==> config.mk <==
export PLATFORM = sky130hd
export DESIGN_NAME = wash_program_sequencer
export DESIGN_NICKNAME = d
export VERILOG_FILES = /design/src/rtl/wash_program_sequencer.sv
export SDC_FILE = /design/constraint.sdc
export NUM_CORES = 1
export LEC_CHECK = 0
export BUFFER_PORTS_ARGS = -buffer_cell sky130_fd_sc_hd__buf_2
export CAP_MARGIN = 20
export CORE_MARGIN = 2
export CORE_UTILIZATION = 45
export CTS_BUF_LIST = sky130_fd_sc_hd__clkbuf_8
export DETAILED_ROUTE_END_ITERATION = 12
export GPL_TIMING_DRIVEN = 0
export PLACE_DENSITY = 0.64
export RECOVER_POWER = 50
export SLEW_MARGIN = 10
export SYNTH_ARGS = -nofsm -noshare
export SYNTH_HDL_FRONTEND = slang
export SYNTH_SLANG_ARGS = --single-unit
export TNS_END_PERCENT = 5
==> constraint.sdc <==
create_clock -name clk -period 7.1 [get_ports clk]
set_input_delay 0.71 -clock clk [delete_from_list [all_inputs] [get_ports clk]]
set_output_delay 0.71 -clock clk [all_outputs]
set_load 0.005 [all_outputs]
==> src/rtl/wash_program_sequencer.sv <==
// rtl/wash_program_sequencer.sv - program-level sequencer driving the wash phase FSM
// Latches a program, times each phase from a shared tick, re-arms for rinses, faults on timeouts.
module wash_program_sequencer #(
  parameter int CNT_W       = 16,
  parameter int WASH_TICKS  = 600,
  parameter int RINSE_TICKS = 300,
  parameter int SPIN_TICKS  = 200,
  parameter int FILL_LIMIT  = 400,
  parameter int DRAIN_LIMIT = 400
) (
  input  logic       clk,
  input  logic       rst,
  input  logic       tick,
  input  logic       start_req,
  input  logic [1:0] prog,
  input  logic       door,
  input  logic       filled,
  input  logic       drained,
  input  logic       abort,
  input  logic       clr_fault,
  output logic       start,
  output logic       cycle_timeout,
  output logic       spin,
  output logic       busy,
  output logic       fault,
  output logic [1:0] fault_code,
  output logic [1:0] rinse_left,
  output logic [2:0] phase
);

  localparam int LIM_W = CNT_W + 1;
  localparam logic [LIM_W-1:0] QUICK_LIM  = LIM_W'(WASH_TICKS / 2);
  localparam logic [LIM_W-1:0] NORMAL_LIM = LIM_W'(WASH_TICKS);
  localparam logic [LIM_W-1:0] HEAVY_LIM  = LIM_W'(WASH_TICKS * 2);
  localparam logic [LIM_W-1:0] RINSE_LIM  = LIM_W'(RINSE_TICKS);
  localparam logic [LIM_W-1:0] SPIN_LIM   = LIM_W'(SPIN_TICKS);
  localparam logic [LIM_W-1:0] FILL_LIM   = LIM_W'(FILL_LIMIT);
  localparam logic [LIM_W-1:0] DRAIN_LIM  = LIM_W'(DRAIN_LIMIT);

  typedef enum logic [2:0] {
    S_IDLE    = 3'd0,
    S_ARM     = 3'd1,
    S_FILL    = 3'd2,
    S_AGITATE = 3'd3,
    S_DRAIN   = 3'd4,
    S_SPIN    = 3'd5,
    S_FAULT   = 3'd6
  } state_t;

  state_t           state_q, state_d;
  logic [CNT_W-1:0] cnt_q, cnt_d, cnt_nxt;
  logic [LIM_W-1:0] lim_q, lim_d, agit_lim;
  logic [1:0]       rinse_left_q, rinse_left_d;
  logic             rinse_pass_q, rinse_pass_d;
  logic             start_q, start_d;
  logic             cto_q, cto_d;
  logic             spin_q, spin_d;
  logic             busy_q, busy_d;
  logic             fault_q, fault_d;
  logic [1:0]       fcode_q, fcode_d;

  // Completion either on the current count (covers a zero limit) or on the tick landing now.
  function automatic logic reached(input logic [CNT_W-1:0] cur, input logic [CNT_W-1:0] nxt,
                                   input logic [LIM_W-1:0] lim);
    return ({1'b0, cur} == lim) || ({1'b0, nxt} == lim);
  endfunction

  assign cnt_nxt  = (tick && (cnt_q != '1)) ? cnt_q + 1'b1 : cnt_q;
  assign agit_lim = rinse_pass_q ? RINSE_LIM : lim_q;

  always_comb begin
    state_d      = state_q;
    lim_d        = lim_q;
    rinse_left_d = rinse_left_q;
    rinse_pass_d = rinse_pass_q;
    fcode_d      = fcode_q;
    start_d      = 1'b0;
    cto_d        = 1'b0;
    spin_d       = 1'b0;

    case (state_q)
      S_IDLE: begin
        if (start_req) begin
          case (prog)
            2'd0: begin lim_d = QUICK_LIM; rinse_left_d = 2'd0; end
            2'd2: begin lim_d = HEAVY_LIM; rinse_left_d = 2'd2; end
            default: begin lim_d = NORMAL_LIM; rinse_left_d = 2'd1; end
          endcase
          rinse_pass_d = 1'b0;
          state_d      = S_ARM;
        end
      end
      S_ARM: begin
        if (door) begin
          start_d = 1'b1;
          state_d = S_FILL;
        end
      end
      S_FILL: begin
        if (filled) begin
          state_d = S_AGITATE;
        end else if (reached(cnt_q, cnt_nxt, FILL_LIM)) begin
          state_d = S_FAULT;
          fcode_d = 2'b01;
        end
      end
      S_AGITATE: begin
        if (reached(cnt_q, cnt_nxt, agit_lim)) begin
          cto_d   = 1'b1;
          state_d = S_DRAIN;
        end
      end
      S_DRAIN: begin
        if (drained) begin
          state_d = S_SPIN;
        end else if (reached(cnt_q, cnt_nxt, DRAIN_LIM)) begin
          state_d = S_FAULT;
          fcode_d = 2'b10;
        end
      end
      S_SPIN: begin
        if (reached(cnt_q, cnt_nxt, SPIN_LIM)) begin
          spin_d = 1'b1;
          if (rinse_left_q != 2'd0) begin
            rinse_left_d = rinse_left_q - 2'd1;
            rinse_pass_d = 1'b1;
            state_d      = S_ARM;
          end else begin
            state_d = S_IDLE;
          end
        end
      end
      S_FAULT: begin
        if (clr_fault) begin
          state_d = S_IDLE;
          fcode_d = 2'b00;
        end
      end
      default: state_d = S_IDLE;
    endcase

    // Abort overrides whatever the busy state decided, including a pending rinse decrement.
    if (abort && (state_q inside {S_ARM, S_FILL, S_AGITATE, S_DRAIN, S_SPIN})) begin
      state_d      = S_FAULT;
      fcode_d      = 2'b11;
      start_d      = 1'b0;
      cto_d        = 1'b0;
      spin_d       = 1'b0;
      rinse_left_d = rinse_left_q;
      rinse_pass_d = rinse_pass_q;
    end

    cnt_d   = (state_d != state_q) ? '0 : cnt_nxt;
    busy_d  = state_d inside {S_ARM, S_FILL, S_AGITATE, S_DRAIN, S_SPIN};
    fault_d = (state_d == S_FAULT);
  end

  always_ff @(posedge clk) begin
    if (!rst) begin
      state_q      <= S_IDLE;
      cnt_q        <= '0;
      lim_q        <= '0;
      rinse_left_q <= 2'd0;
      rinse_pass_q <= 1'b0;
      start_q      <= 1'b0;
      cto_q        <= 1'b0;
      spin_q       <= 1'b0;
      busy_q       <= 1'b0;
      fault_q      <= 1'b0;
      fcode_q      <= 2'b00;
    end else begin
      state_q      <= state_d;
      cnt_q        <= cnt_d;
      lim_q        <= lim_d;
      rinse_left_q <= rinse_left_d;
      rinse_pass_q <= rinse_pass_d;
      start_q      <= start_d;
      cto_q        <= cto_d;
      spin_q       <= spin_d;
      busy_q       <= busy_d;
      fault_q      <= fault_d;
      fcode_q      <= fcode_d;
    end
  end

  assign start         = start_q;
  assign cycle_timeout = cto_q;
  assign spin          = spin_q;
  assign busy          = busy_q;
  assign fault         = fault_q;
  assign fault_code    = fcode_q;
  assign rinse_left    = rinse_left_q;
  assign phase         = state_q;

endmodule

Yosys cells after proc, flatten, opt, wreduce, memory -nomap -nowiden
Cells that the tools add are included.
- bits in registers: 46
- bits of input ports: 11
- $add $sub $neg: 2
- equal/unequal tests: 29
- multiplexer cells: 33
- bitwise gates (word level): 5
- reductions and logical operators: 19
- operator list (operator ; number):
    16-bit by 17-bit == test with 1-bit output ; 2
    16-bit by 8-bit == test with 1-bit output (second input constant) ; 2
    16-bit by 9-bit == test with 1-bit output (second input constant) ; 2
    3-bit 2-to-1 mux ; 9
    11-bit one-hot mux with 2 select lines ; 1
    3-bit one-hot mux with 7 select lines ; 1
    3-bit == test (second input constant) ; 6
    2-bit 2-to-1 mux ; 9
    17-bit 2-to-1 mux ; 1
    16-bit by 1-bit adder with 16-bit output (second input constant) ; 1
    16-bit 2-to-1 mux ; 1
    16-bit inequality test (second input constant) ; 1
    3-bit by 2-bit == test with 1-bit output (second input constant) ; 4
    3-bit by 2-bit inequality test with 1-bit output (second input constant) ; 4
    5-bit nonzero test ; 2
    3-bit OR reduction ; 3
    2-bit one-hot mux with 2 select lines ; 2
    1-bit 2-to-1 mux ; 7
    3-bit by 1-bit == test with 1-bit output (second input constant) ; 2
    2-bit inequality test (second input constant) ; 3
    2-bit one-hot mux with 3 select lines ; 1
    6-bit AND reduction ; 1
    1-bit NOT ; 5
    5-bit AND reduction ; 1
    13 further kinds ; 17

Logic depth before layout (Yosys ltp)
- word-level depth: 11
- mapped depth: 12
- depth with buffers taken out: 11

Worst setup path after synthesis
OpenSTA, ideal clock, no wires.
- path kind: register to register
- start: reg cnt_q[1]
- end: reg cnt_q[8]
- setup time: 156 ps
- data arrival time: 3316 ps
- setup slack: 3628 ps
- cell stages (with the launch flop): 13
- period minus slack after synthesis: 3472 ps
- cells stage by stage: dfxtp_1 > ha_1 > nand4_4 > or4_4 > a311oi_2 > o21ai_1 > or4_1 > o31a_1 > o21ai_0 > a21oi_1 > nor2_1 > buf_2 > nor4_2
- longest elaborated chain between the ends: 11
- ends and longest elaborated chain (what ; RTL line ; RTL):
    start: declaration ; 51 ; logic [CNT_W-1:0] cnt_q, cnt_d, cnt_nxt;
    start signal: assignment ; 173 ; cnt_q <= cnt_d;
    branches (longest 11 deep; another with 16-bit by 1-bit adder with 16-bit output) ; -- ;
Several ways; the timed one is not identified.
A chain may end at the register's enable or synchronous reset.

Worst setup path after layout
- start: reg cnt_q[1]
- end: reg cnt_q[0]
The elaborated chain is that of the path after synthesis.

==> metrics <==
Crit path required time=7.31 ns; setup TNS=0 ns; Post-Synth Simple-Gate Area=0.3250; GRT overflow=0; Mapped Nets=367; Final ANT Viol Nets=0; Worst-path clk slew=0.08 ns; Reg2Reg Capture Point=cnt_q[0]$_SDFF_PP0_; end point of the worst hold path=fault_code[1]$_SDFFE_PN0P_; number of setup buffers added after CTS=0; Hold-fix buffers, CTS=0; Worst path depth=12; Post-synth EDFFs=0; Critical Path End Type=register; Max Clk Rate=a little over 200 MHz; class of the worst hold path=reg2reg; Max rail drop VDD=218.6 uV; CTS sink cnt=35; final WL=7870 um; Leakage=0.001138 uW; Worst Setup SP=cnt_q[1]$_SDFF_PP0_; Root Buffer=clkbuf_8; delay-heaviest family, CP=compound AO/OA/AOI/OAI gates; critical path, cell by cell=ha_1, nand4_1, o41ai_1, o31ai_1, o211ai_1, nor4_1, a41oi_1, nor2_1, nand2_1, o2111ai_1, clkbuf_1, nor4_2; post-layout minimum cycle time=4.887 ns; initial antenna violation count=0; drc violations=0; max-cap violations=0; Total GRT Usage=0.2238; Worst Path Arrival=5.09 ns; die area=7127 um2; Layout Skew=0.008511 ns; HPWL after detailed placement=around 5800 um; status=finished clean; XOR/XNOR share of the synthesized area=0.08641; Num CTS Buffers=5; final-report hold violation count=0; # IOs=23; RSZ-0062 raised after global routing=false; vias post-DR=around 2.9k; worst reg-to-reg path cell count=12; die extent in x=roughly 84 um; PortBufs=20; Final Net Count=394; post-synthesis average cell area=8.244 um2; worst-path fanout max=10; Vias/cell=6.273; register area share after synthesis=0.2408; post-synthesis adder-cell area fraction=0.01290; CTS tree=yes; number of diodes=0; routed len/inst=17.18 um; period utilisation layout=0.6882; FFs w/ async S/R, synth=0; first-pass detailed-route iteration total=5; mux cell area share after synthesis=0.01376; Final Util=0.5046; R2R Path Start=cnt_q[1]$_SDFF_PP0_; Max Transition Viols Final=0; largest family of logic cells by synthesized area=simple AND/OR/NAND/NOR gates; worst-skew pair later-pin latency=0.30 ns; fill cell count=624; largest net degree at the start of global routing=11; mapped cell area=2910 um2; post-CTS sizing=0; Critical Path Source Type=register; Worst Path Class, Setup=reg2reg; die height=84.42 um; drt initial violations=~350; P&R area growth vs syn=9.458%; post-synthesis compound-gate area fraction=0.2175; initial core utilization=0.4610; setup violators final=0; post-synthesis instance total=353; Power Density=just under 300 nW/um2; register area=700.7 um2; vias in the first global route=2576; H-tree Lvls=2; Crit path largest cell delay=around 1.3 ns; area of the multi-input gates=1888 um2; hold depth=2; Max Root-Sink Buffers=2; core box area=~6300 um2; WP buf/inv=1; Yosys reg bits=35; Relative slew margins=0.05265; Hold Crit Start=fault_code[1]$_SDFFE_PN0P_; Rows=29; global-route wire length before repair=12970 um; top_reg_cell synth=dfxtp_1; worst-margin pin slew=1.403 ns; slowest CP cell=o41ai_1; r2r setup slk=2.21 ns; Cell variety after synth=between 70 and 80; layout cells sized above 1=0.1995; GPL Wtd Cong=0.9001; YS warnings=0
[cell usage after synthesis, types with 3 or more instances]
cell	n	area, um2
dfxtp_1	35	700.7
nor2_1	27	101.4
nand2_1	25	93.84
inv_1	21	78.83
xnor2_1	19	166.4
o21ai_0	17	85.08
nor3_1	16	80.08
a21oi_1	14	70.07
nor4_1	14	87.58
nand3_1	12	60.06
nor4_2	9	112.6
nand4_1	8	50.05
clkbuf_1	7	26.28
clkbuf_8	7	96.34
o22ai_1	6	37.54
buf_6	5	56.30
nor2b_1	5	31.28
nor4b_1	5	43.79
o31ai_1	5	37.54
a31oi_1	4	25.02
and2_1	4	25.02
mux2i_1	4	40.04
o21a_1	4	30.03
or4_1	4	30.03
xor2_1	4	35.03
a22oi_1	3	22.52
ha_1	3	37.54
nand4_4	3	63.81
or2_2	3	18.77
[sequential cells by signal, indices dropped and copies added (netlist names)]
register,cells
busy,1
cnt_q,16
cycle_timeout,1
fault,1
fault_code,2
lim_q,6
phase,3
rinse_left,2
rinse_pass_q,1
spin,1
start,1
[layer usage]
layer  GRT usage  up-vias  wire length [um]
met4     0.06349        0               166
met1      0.3223     1350              3696
met2      0.3434      129              3448
met3     0.04031       21               559
met5           0        -                 0
li1            -     1373                 -
[cells by family after synthesis]
kind of cell / Yosys count
AOI/OAI and AO/OA: 86
xor gates and xnor gates: 25
adders and majority gates: 3
buffers and inverters: 47
DFF: 35
muxes: 4
and+or+nand+nor: 153
[metrics by stage]
step	cells	setup WS (ns)	total power (uW)	hold slack [ns]	cell area [um2]
6_report	458	2.213	936.8	0.4566	3186
5_1_grt	458	1.803	997.9	0.4878	3186
4_1_cts	458	2.630	932.5	0.4598	3207
3_5_place_dp	450	2.668	768.9	0.4500	3107
3_3_place_gp	450	2.626	767.8	0.4459	3107
2_1_floorplan	353	3.628	641.6	0.4477	2910
[layout by cell type, fill, tap and decap left out, types with 12 or more instances in the layout]
| cell | n |
|---|---|
| a21oi_1 | 14 |
| buf_2 | 21 |
| clkbuf_8 | 14 |
| dfxtp_1 | 35 |
| inv_1 | 22 |
| nand2_1 | 25 |
| nand3_1 | 12 |
| nor2_1 | 27 |
| nor3_1 | 16 |
| nor4_1 | 14 |
| o21ai_0 | 17 |
| xnor2_1 | 19 |
[worst min-delay path: stages, from the launching register on]
cell and delay [ns]:
dfxtp_1 0.32, inv_1 0.05, a21oi_1 0.05
[cell type report]
class | count | area share
plain buffers | 24 | 0.06716
clock inverters | 1 | 0.001178
clock buffers | 7 | 0.03024
repair buffers | 20 | 0.03142
flip-flops and latches | 35 | 0.2200
inverters | 23 | 0.02710
multi-input cells | 271 | 0.5927
well taps | 77 | 0.03024
[power breakdown]
group | internal (uW) | switching (uW)
Combinational | 196 | 319
Clock | 87.2 | 76.7
Sequential | 229 | 27.7
Total | 513 | 424
[how the worst max path moves through the flow]
stage	to	slack (ns)
floorplan	cnt_q[8]$_SDFF_PP0_	3.63
global placement	cnt_q[0]$_SDFF_PP0_	2.63
detailed placement	cnt_q[0]$_SDFF_PP0_	2.67
CTS	cnt_q[0]$_SDFF_PP0_	2.63
global route	cnt_q[0]$_SDFF_PP0_	1.80
finish	cnt_q[0]$_SDFF_PP0_	2.21
Note: power is estimated with default switching activity, not from simulation.
